<file path="src/rtl/identify_pair_queue.sv">
// rtl/identify_pair_queue.sv - identify stage: prefix pairing, branch/CR classification, result FIFO
// Optional prefix pairing enabled by defining IDENTIFY_PREFIX_EN.
module identify_pair_queue #(
    parameter  int DEPTH = 4,
    localparam int PTR_W = $clog2(DEPTH)
) (
    input  logic        i_clk,
    input  logic        i_rst,
    input  logic        i_flush,
    input  logic        i_valid,
    output logic        o_ready,
    input  logic [0:31] i_instr,
    output logic        o_valid,
    input  logic        i_ready,
    output logic [0:31] o_instr_prefix,
    output logic [0:31] o_instr_suffix,
    output logic        o_prefixed,
    output logic        o_prefix_err,
    output logic        o_branch,
    output logic        o_condreg,
    output logic        o_unknown,
    output logic [3:0]  o_op
);

    typedef struct packed {
        logic [31:0] prefix;
        logic [31:0] suffix;
        logic        prefixed;
        logic        prefix_err;
        logic        branch;
        logic        condreg;
        logic        unknown;
        logic [3:0]  op;
    } entry_t;

    localparam entry_t C_EMPTY = entry_t'({69'd0, 4'hF});
    localparam logic [PTR_W:0] C_FULL = (PTR_W + 1)'(DEPTH);

    entry_t           r_mem [DEPTH];
    logic [PTR_W-1:0] r_wr_ptr;
    logic [PTR_W-1:0] r_rd_ptr;
    logic [PTR_W:0]   r_count;
    logic             r_ready;

    logic [5:0]       w_opc;
    logic [9:0]       w_xo;
    logic             w_accept;
    logic             w_push;
    logic             w_pop;
    logic [PTR_W:0]   w_count_nxt;
    entry_t           w_entry;

    assign w_opc    = i_instr[0:5];
    assign w_xo     = i_instr[21:30];
    assign w_accept = i_valid & r_ready;
    assign w_pop    = (r_count != '0) & i_ready;

    // Prefixed pairs are never decoded further: they always classify as unknown.
    function automatic entry_t f_classify(input logic [31:0] pfx, input logic [31:0] word,
                                          input logic [5:0] opc, input logic [9:0] xo,
                                          input logic prefixed, input logic err);
        entry_t e;
        e            = C_EMPTY;
        e.prefix     = pfx;
        e.suffix     = word;
        e.prefixed   = prefixed;
        e.prefix_err = err;
        e.unknown    = 1'b1;
        if (!prefixed) begin
            case (opc)
                6'd18: begin e.branch = 1'b1; e.unknown = 1'b0; e.op = 4'd0; end
                6'd16: begin e.branch = 1'b1; e.unknown = 1'b0; e.op = 4'd1; end
                6'd19: begin
                    case (xo)
                        10'd16:  begin e.branch  = 1'b1; e.unknown = 1'b0; e.op = 4'd2;  end
                        10'd528: begin e.branch  = 1'b1; e.unknown = 1'b0; e.op = 4'd3;  end
                        10'd560: begin e.branch  = 1'b1; e.unknown = 1'b0; e.op = 4'd4;  end
                        10'd257: begin e.condreg = 1'b1; e.unknown = 1'b0; e.op = 4'd5;  end
                        10'd225: begin e.condreg = 1'b1; e.unknown = 1'b0; e.op = 4'd6;  end
                        10'd449: begin e.condreg = 1'b1; e.unknown = 1'b0; e.op = 4'd7;  end
                        10'd193: begin e.condreg = 1'b1; e.unknown = 1'b0; e.op = 4'd8;  end
                        10'd33:  begin e.condreg = 1'b1; e.unknown = 1'b0; e.op = 4'd9;  end
                        10'd289: begin e.condreg = 1'b1; e.unknown = 1'b0; e.op = 4'd10; end
                        10'd129: begin e.condreg = 1'b1; e.unknown = 1'b0; e.op = 4'd11; end
                        10'd417: begin e.condreg = 1'b1; e.unknown = 1'b0; e.op = 4'd12; end
                        10'd0:   begin e.condreg = 1'b1; e.unknown = 1'b0; e.op = 4'd13; end
                        default: e.op = 4'd15;
                    endcase
                end
                default: e.op = 4'd15;
            endcase
        end
        return e;
    endfunction

`ifdef IDENTIFY_PREFIX_EN
    typedef enum logic {S_IDLE, S_WAIT_SFX} state_t;
    state_t      r_state;
    logic [31:0] r_prefix;
    logic        w_is_pfx;

    assign w_is_pfx = (w_opc == 6'd1);

    always_comb begin
        w_push  = 1'b0;
        w_entry = f_classify(32'd0, i_instr, w_opc, w_xo, 1'b0, 1'b0);
        if (r_state == S_WAIT_SFX) begin
            w_push  = w_accept;
            w_entry = f_classify(r_prefix, i_instr, w_opc, w_xo, 1'b1, w_is_pfx);
        end else begin
            w_push  = w_accept & ~w_is_pfx;
        end
    end
`else
    always_comb begin
        w_push  = w_accept;
        w_entry = f_classify(32'd0, i_instr, w_opc, w_xo, 1'b0, 1'b0);
    end
`endif

    assign w_count_nxt = r_count + {{PTR_W{1'b0}}, w_push} - {{PTR_W{1'b0}}, w_pop};

    // o_ready is registered from the next count, so a pop while full frees space one cycle later.
    always_ff @(posedge i_clk) begin
        if (i_rst) begin
            r_wr_ptr <= '0;
            r_rd_ptr <= '0;
            r_count  <= '0;
            r_ready  <= 1'b0;
            for (int i = 0; i < DEPTH; i++) r_mem[i] <= C_EMPTY;
`ifdef IDENTIFY_PREFIX_EN
            r_state  <= S_IDLE;
            r_prefix <= '0;
`endif
        end else if (i_flush) begin
            r_wr_ptr <= '0;
            r_rd_ptr <= '0;
            r_count  <= '0;
            r_ready  <= 1'b1;
`ifdef IDENTIFY_PREFIX_EN
            r_state  <= S_IDLE;
            r_prefix <= '0;
`endif
        end else begin
            if (w_push) begin
                r_mem[r_wr_ptr] <= w_entry;
                r_wr_ptr        <= r_wr_ptr + 1'b1;
            end
            if (w_pop) r_rd_ptr <= r_rd_ptr + 1'b1;
            r_count <= w_count_nxt;
            r_ready <= (w_count_nxt != C_FULL);
`ifdef IDENTIFY_PREFIX_EN
            if (w_accept) begin
                case (r_state)
                    S_IDLE: begin
                        if (w_is_pfx) begin
                            r_prefix <= i_instr;
                            r_state  <= S_WAIT_SFX;
                        end
                    end
                    S_WAIT_SFX: begin
                        r_prefix <= '0;
                        r_state  <= S_IDLE;
                    end
                    default: r_state <= S_IDLE;
                endcase
            end
`endif
        end
    end

    assign o_ready        = r_ready;
    assign o_valid        = (r_count != '0);
    assign o_instr_suffix = r_mem[r_rd_ptr].suffix;
    assign o_branch       = r_mem[r_rd_ptr].branch;
    assign o_condreg      = r_mem[r_rd_ptr].condreg;
    assign o_unknown      = r_mem[r_rd_ptr].unknown;
    assign o_op           = r_mem[r_rd_ptr].op;
`ifdef IDENTIFY_PREFIX_EN
    assign o_instr_prefix = r_mem[r_rd_ptr].prefix;
    assign o_prefixed     = r_mem[r_rd_ptr].prefixed;
    assign o_prefix_err   = r_mem[r_rd_ptr].prefix_err;
`else
    assign o_instr_prefix = '0;
    assign o_prefixed     = 1'b0;
    assign o_prefix_err   = 1'b0;
`endif

endmodule

</file>
<file path="config.mk">
export PLATFORM = sky130hd
export DESIGN_NAME = identify_pair_queue
export DESIGN_NICKNAME = d
export VERILOG_FILES = /design/src/rtl/identify_pair_queue.sv
export SDC_FILE = /design/constraint.sdc
export NUM_CORES = 1
export LEC_CHECK = 0
export BUFFER_PORTS_ARGS = -buffer_cell sky130_fd_sc_hd__buf_2
export CAP_MARGIN = 40
export CORE_MARGIN = 2
export CORE_UTILIZATION = 30
export DETAILED_ROUTE_END_ITERATION = 10
export GPL_TIMING_DRIVEN = 0
export PLACE_DENSITY = 0.51
export SYNTH_ARGS = -nofsm -noshare
export SYNTH_HDL_FRONTEND = slang
export SYNTH_SLANG_ARGS = --single-unit
</file>
<file path="constraint.sdc">
create_clock -name i_clk -period 3.5 [get_ports i_clk]
set_clock_uncertainty 0.05 [all_clocks]
set_input_delay 0.35 -clock i_clk [delete_from_list [all_inputs] [get_ports i_clk]]
set_output_delay 0.35 -clock i_clk [all_outputs]
set_load 0.1 [all_outputs]
</file>
# Word level (Yosys, flattened, before mapping)
# Memory sizes are Yosys's and may differ from the RTL's. A register that Yosys moved wholly into a read port is not among the register bits.
# Index checks and enable logic that the tools add are counted.
# classes
n_addsub	4
n_mul	0
n_div	0
magnitude_cmp	0
eq_ne	15
n_shift	0
muxes	20
n_bitwise	2
reduce_logical	8
# ops
operator	count
$pmux 4 s12	1
$eq 10x9->1 const B	4
$mux 39	1
$reduce_or 39->1	1
$eq 10x8->1 const B	3
$eq 10x10->1 const B	2
$eq 6x5->1 const B	3
$mux 1	12
$pmux 4 s3	1
$reduce_or 12->1	1
$eq 10x5->1 const B	1
$eq 10x6->1 const B	1
$logic_not 10->1	1
$reduce_or 9->1	1
$mux 2	3
$add 2x1->2 const B	2
$pmux 1 s2	2
$reduce_or 2->1	2
$add 3x1->3	1
$ne 3x3->1 const B	1
$reduce_bool 3->1	1
$reduce_or 3->1	1
$sub 3x1->3	1
$and 1x1->1	2
# totals
ff_bits	8
latchBits	0
mem_bits_rw	156
mem_bits_ro	0
input_bits	37
output_inout_bits	75
memories	1
# memory_table
name	words	width	read_ports	rd_clocked_by_memory_dff	write_ports	line	text
r_mem	4	39	1	1	4	39	entry_t r_mem [DEPTH];

# Logic depth before layout (Yosys ltp)
# Gate-level depths: netlist of run 1.
# logic_depth
depth_word	7
depth_mapped	11

# Least setup slack after synthesis of run 1
# OpenSTA, ideal clock, no wires.
# synth_path
kind	reg2reg
from	register r_ready, in the netlist o_ready
to	memory r_mem[3][0] (netlist name) (enable)
setup_time_ps	443
t_arrival_ps	3086
required_ps	3007
slack_ps	-79
path_stages_with_launch	3
path_buffers	0
cell_sequence	dfxtp_1 -> nand3_1 -> o21bai_1
# synth_rtl
element	line	text
from (decl)	43	logic r_ready;
from (signal assigned)	151	r_ready <= (w_count_nxt != C_FULL);
to (decl)	39	

==> impl_metrics.tcl, run 1 <==
set metrics [dict create \
    grt_busiest_layer "met2" \
    syn_avg_cell_area_um2 13.76 \
    dp_hpwl_mm 12.47 \
    use_met1_pct 17.56 \
    track_usage_pct 14.19 \
    worstHoldPathType "input pin to flip-flop" \
    worstPathRequired_ns 3.10 \
    port_buffers 74 \
    cts_sinks 166 \
    worst-path-buf-inv 3 \
    finalSetupViolCount 0 \
    swShare_pct 27.42 \
    cp_cell_sequence "clkbuf_1 -> clkbuf_1 -> mux4_2 -> buf_2" \
    ctsHoldBuffers 0 \
    ioPinCount 112 \
    rows 58 \
    drt_iter0_drc 316 \
    cpPeakStageDelay_ns 0.61 \
    syn_to_final_growth_pct 21.22 \
    firstDrtPassIters 5 \
    drive_above_1_share_pct 29.39 \
    overflow 0 \
    final_hold_viol_count 0 \
    final_core_util_pct 36.96 \
    leakage_uw 0.003575 \
    crit_top_cell "clkbuf_1" \
    cts_resized 0 \
    design.die.area_mm2 0.02689 \
    ys_top_cells_by_area "edfxtp_1 (61%), mux4_2 (11%), nor2_1 (4.0%)" \
    gp_congestion 0.7920 \
    finalCritPeriodShare_pct 90.66 \
    cts-root-buf "clkbuf_16" \
    worst_pin_slew_ns 0.7817 \
    drc 0 \
    synth_edf_count 156 \
    drv_cap 0 \
    clockBufferDepth 2 \
    critical_path_arrival_ns 2.77 \
    routed_wl_mm 18.44 \
    grt_pass1_wl_mm 27.51 \
    die_h_um 164.0 \
    yosys_warnings 0 \
    synth_top_area_share_pct 61.01 \
    synth.distinct_cells 54 \
    grt_pass1_vias 4844 \
    drv_slew 0 \
    p_int_uw 3585 \
    place_area_mm2 0.008677 \
    ys_top_cells_by_count "edfxtp_1 (156), nor2_1 (81), nand2_1 (40)" \
    detail-route-antenna-nets 0 \
    slowest_stage "clkbuf_1" \
    clkSlewWorstSetupHoldPaths_ns 0.06 \
    relSlewSlack_pct 47.75 \
    h-tree-depth 4 \
    fill_cells 2424 \
    antenna_found_initial 2 \
    ys.flop_type "edfxtp_1" \
    irDropWorstVdd_mv 0.3638 \
    crit_type "flip-flop to primary output" \
    die_x_um 164.0 \
    synth_top_area_cell "edfxtp_1" \
    p_seq_share_pct 45.8 \
    crit_family "buffers and inverters" \
    numCtsBuffers 17 \
    run_status "complete, no violations" \
    setup_tns_ns 0 \
    clock_power_share_pct 40.3 \
    syn_area_mm2 0.007679 \
    switchingPower_uw 1355 \
    synth_seq_cells 166 \
    viasPerCell 4.611 \
    dr_total_vias 4759 \
    nets 728 \
    cp-start-kind "flip-flop" \
    clock_latency_ns 0.42 \
    critPathCaptureType "primary output" \
    syn_inst 558 \
    met3_usage_pct 3.409 \
    wl_per_cell_um 17.87 \
    synthArstFlopShare_pct 0 \
    met2_usage_pct 24.68 \
    final_area_mm2 0.009308 \
    grt_max_degree 24 \
    clock.fmax_mhz 315.1 \
    core-area_mm2 0.02518 \
    min_period_ns 3.173 \
    cts_tree "done" \
    start_util_pct 30.49 \
    powerDensity_mw_per_mm2 530.7 \
    synth_seq_area_share_pct 63.61 \
    combPwrFrac_pct 13.9 \
    critPathMaxFanout 10 \
    post-cts-setup-buffers 0 \
    yosysMostFrequentCell "edfxtp_1" \
    rsz0062_at_grt "false" \
]
[cells by family (layout without fill, tap and decap cells)]
family          after synthesis  count (layout)  synth area share (%)
flops                       166             166                 63.61
mux                          39              39                 11.44
compound gates               29              29                 2.933
other cells                   1              35               0.04884
simple gates                210             210                 13.56
xor+xnor                      8               8                0.9125
fa+ha+maj                     3               3                0.5866
buf+inv                     102             212                 6.909
[power by group through the flow]
stage	registers [µW]	clock network [µW]	logic (µW)
6_report	2260	1990	687
5_1_grt	2270	2100	719
4_1_cts	2260	2030	693
3_5_place_dp	2300	0	692
3_3_place_gp	2300	0	675
2_1_floorplan	2300	0	554
[registers in the layout (all words and copies together) (netlist names), named ones only]
name	cells
r_mem	156
r_wr_ptr	2
o_ready	1
r_rd_ptr	2
r_count	3
[layout by cell type (no fill, tap or decap), drive strengths merged, types with 7 or more instances in the layout]
cell type / Yosys / routed
edfxtp: 156 / 156
buf: 46 / 124
nor2: 81 / 81
inv: 38 / 41
nand2: 40 / 40
mux4: 39 / 39
and2: 36 / 36
clkbuf: 18 / 36
conb: 1 / 34
nand3: 10 / 10
dfxtp: 10 / 10
o21ai: 8 / 8
nor2b: 7 / 7
nor3: 7 / 7
[metrics by stage]
stage | hold WS (ns) | power (µW) | cells | setup WS, ns
finish | 0.08100 | 4940 | 1032 | 0.3268
global route | 0.08399 | 5088 | 1031 | 0.2151
CTS | 0.06540 | 4980 | 1031 | 0.2985
detailed placement | 0.4827 | 2997 | 999 | 0.4123
global placement | 0.4553 | 2977 | 995 | 0.2596
floorplan | 0.3694 | 2858 | 591 | 0.5629
[layout make-up]
class	count	area (µm²)	share of cell area, %
Sequential cell	166	4885	52.48
Multi-Input combinational cell	323	2399	25.77
Tap cell	330	412.9	4.436
Buffer	64	387.9	4.167
Inverter	38	142.6	1.532
Timing Repair Buffer	78	450.4	4.839
Clock buffer	18	429.2	4.611
Antenna cell	1	2.502	0.02689
Clock inverter	14	198.9	2.137
[routing by layer]
metal  up-vias  share of wire (%)
met2       156                 50
met1      2372                 43
met3        20                5.7
li1       2207                  -
met4         4                1.1
met5         -               0.14
[worst paths after layout]
| check | startpoint | slack (ns) | cells past startpoint | endpoint |
|---|---|---|---|---|
| setup / recovery | flip-flop | 0.33 | 4 | o_instr_suffix[4] |
| hold / removal | i_flush | 0.08 | 2 | r_count[2] |
| setup reg to reg | o_ready | 0.91 | 7 | r_mem[0][30] |
| hold reg to reg | r_rd_ptr[0] | 0.50 | 2 | r_rd_ptr[0] |
No activity file was read; power rests on OpenSTA's default activity.
==> run 2, diff against run 1 <==
Settings changed: CTS_BUF_LIST set to sky130_fd_sc_hd__clkbuf_8.
==> impl_metrics.tcl, run 2 (synthesis gave the netlist of run 1 again) <==
set metrics [dict create \
    combPwrFrac_pct 15.4 \
    clock_latency_ns 0.45 \
    run_status "complete, no violations" \
    dr_total_vias 4698 \
    detail-route-antenna-nets 0 \
    wl_per_cell_um 17.78 \
    p_int_uw 3162 \
    register_area_mm2 0.004885 \
    nets 728 \
    final_common_cell "edfxtp_1" \
    routed_wl_mm 18.35 \
    final_cell_mix "edfxtp_1 (156), buf_2 (84), nor2_1 (81), nand2_1 (40)" \
    track_usage_pct 14.13 \
    clock.fmax_mhz 312.9 \
    final_core_util_pct 36.20 \
    grt_pass1_wl_mm 27.45 \
    clockBufferDepth 2 \
    clock_power_share_pct 33.8 \
    min_period_ns 3.196 \
    cts-root-buf "clkbuf_8" \
    final_hold_viol_count 0 \
    dp_hpwl_mm 12.47 \
    crit_type "flip-flop to primary output" \
    ctsHoldBuffers 0 \
    hold_ws_ns 0.05200 \
    critPathMaxFanout 10 \
    die_h_um 164.0 \
    cts_sinks 166 \
    port_buffers 74 \
    fill_cells 2452 \
    relSlewSlack_pct 48.53 \
    gp_congestion 0.7920 \
    drv_cap 0 \
    p_seq_share_pct 50.7 \
    drive_above_1_share_pct 29.39 \
    drv_slew 0 \
    syn_to_final_growth_pct 18.72 \
    critPathCaptureType "primary output" \
    design.die.area_mm2 0.02689 \
    cts_resized 0 \
    setup_tns_ns 0 \
    drc 0 \
    swShare_pct 28.93 \
    overflow 0 \
    ioPinCount 112 \
    multi_input_area_mm2 0.002399 \
    finalCritPeriodShare_pct 91.32 \
    grt_max_degree 24 \
    firstDrtPassIters 4 \
    rows 58 \
    largest_reg_flops 156 \
    worst_pin_slew_ns 0.7699 \
    largestRegisters "r_mem: 156 flops, r_count: 3 flops" \
    numCtsBuffers 17 \
    antenna_found_initial 2 \
    cts_tree "done" \
    viasPerCell 4.552 \
    start_util_pct 30.49 \
    rsz0062_at_grt "false" \
    grt_pass1_vias 4860 \
    drt_iter0_drc 310 \
    clkSlewWorstSetupHoldPaths_ns 0.09 \
    powerDensity_mw_per_mm2 488.1 \
    switchingPower_uw 1287 \
    post-cts-setup-buffers 0 \
    core-area_mm2 0.02518 \
    critical_path_arrival_ns 2.80 \
    finalSetupViolCount 0 \
    largest-register "r_mem" \
    leakage_uw 0.003492 \
    cp-start-kind "flip-flop" \
    worstHoldPathType "input pin to flip-flop" \
    h-tree-depth 4 \
    die_x_um 164.0 \
    irDropWorstVdd_mv 0.1977 \
    worstPathRequired_ns 3.10 \
]
-- run 2: cell types whose count changed in the layout (fill, tap and decap cells not counted) --
| cell | change |
|---|---|
| clkbuf_16 | -17 |
| clkbuf_8 | +17 |
| clkbuf_1 | -1 |
| inv_1 | +1 |
-- run 2: per-layer routing --
metal | up-vias | part of all wire (%) | GRT usage, %
li1 | 2197 | - | -
met1 | 2332 | 41 | 17.38
met2 | 150 | 51 | 24.58
met3 | 15 | 6.4 | 3.864
met4 | 4 | 1.0 | 3.589
met5 | - | 0.14 | 0
-- run 2: stage by stage --
stage,instance area [µm²],power [µW],worst slack [ns],instances
CTS,9114,4491,0.2540,1031
finish,9116,4450,0.3037,1032
global route,9114,4600,0.1537,1031
detailed placement,8677,2997,0.4123,999
floorplan,7806,2858,0.5629,591
global placement,8589,2977,0.2596,995
-- run 2: power by group through the flow --
stage / Combinational [µW] / Sequential [µW] / Clock, µW
6_report: 686 / 2260 / 1510
4_1_cts: 693 / 2260 / 1540
5_1_grt: 719 / 2270 / 1620
3_3_place_gp: 675 / 2300 / 0
3_5_place_dp: 692 / 2300 / 0
2_1_floorplan: 554 / 2300 / 0
-- run 2: worst max-delay path: stages, from the launching register on --
cell      delay (ns)
dfxtp_1         0.36
clkbuf_1        0.59
clkbuf_1        0.60
mux4_2          0.37
buf_2           0.43
-- run 2: final timing paths --
check / start / to / slack, ns / depth (start not counted)
worst max-delay path: flip-flop / o_instr_suffix[4] / 0.30 / 4
worst min-delay path: i_flush / r_count[2] / 0.05 / 2
worst max register to register: o_ready / r_mem[0][30] / 0.90 / 7
worst min register to register: r_rd_ptr[0] / r_rd_ptr[0] / 0.50 / 2
-- run 2: area by class of cell --
cell class                      count  share of cell area [%]
Buffer                             64                   4.255
Sequential cell                   166                   53.58
Antenna cell                        1                 0.02745
Inverter                           38                   1.565
Timing Repair Buffer               78                   4.941
Multi-Input combinational cell    323                   26.31
Clock buffer                       17                   2.567
Tap cell                          330                   4.529
Clock inverter                     15                   2.223
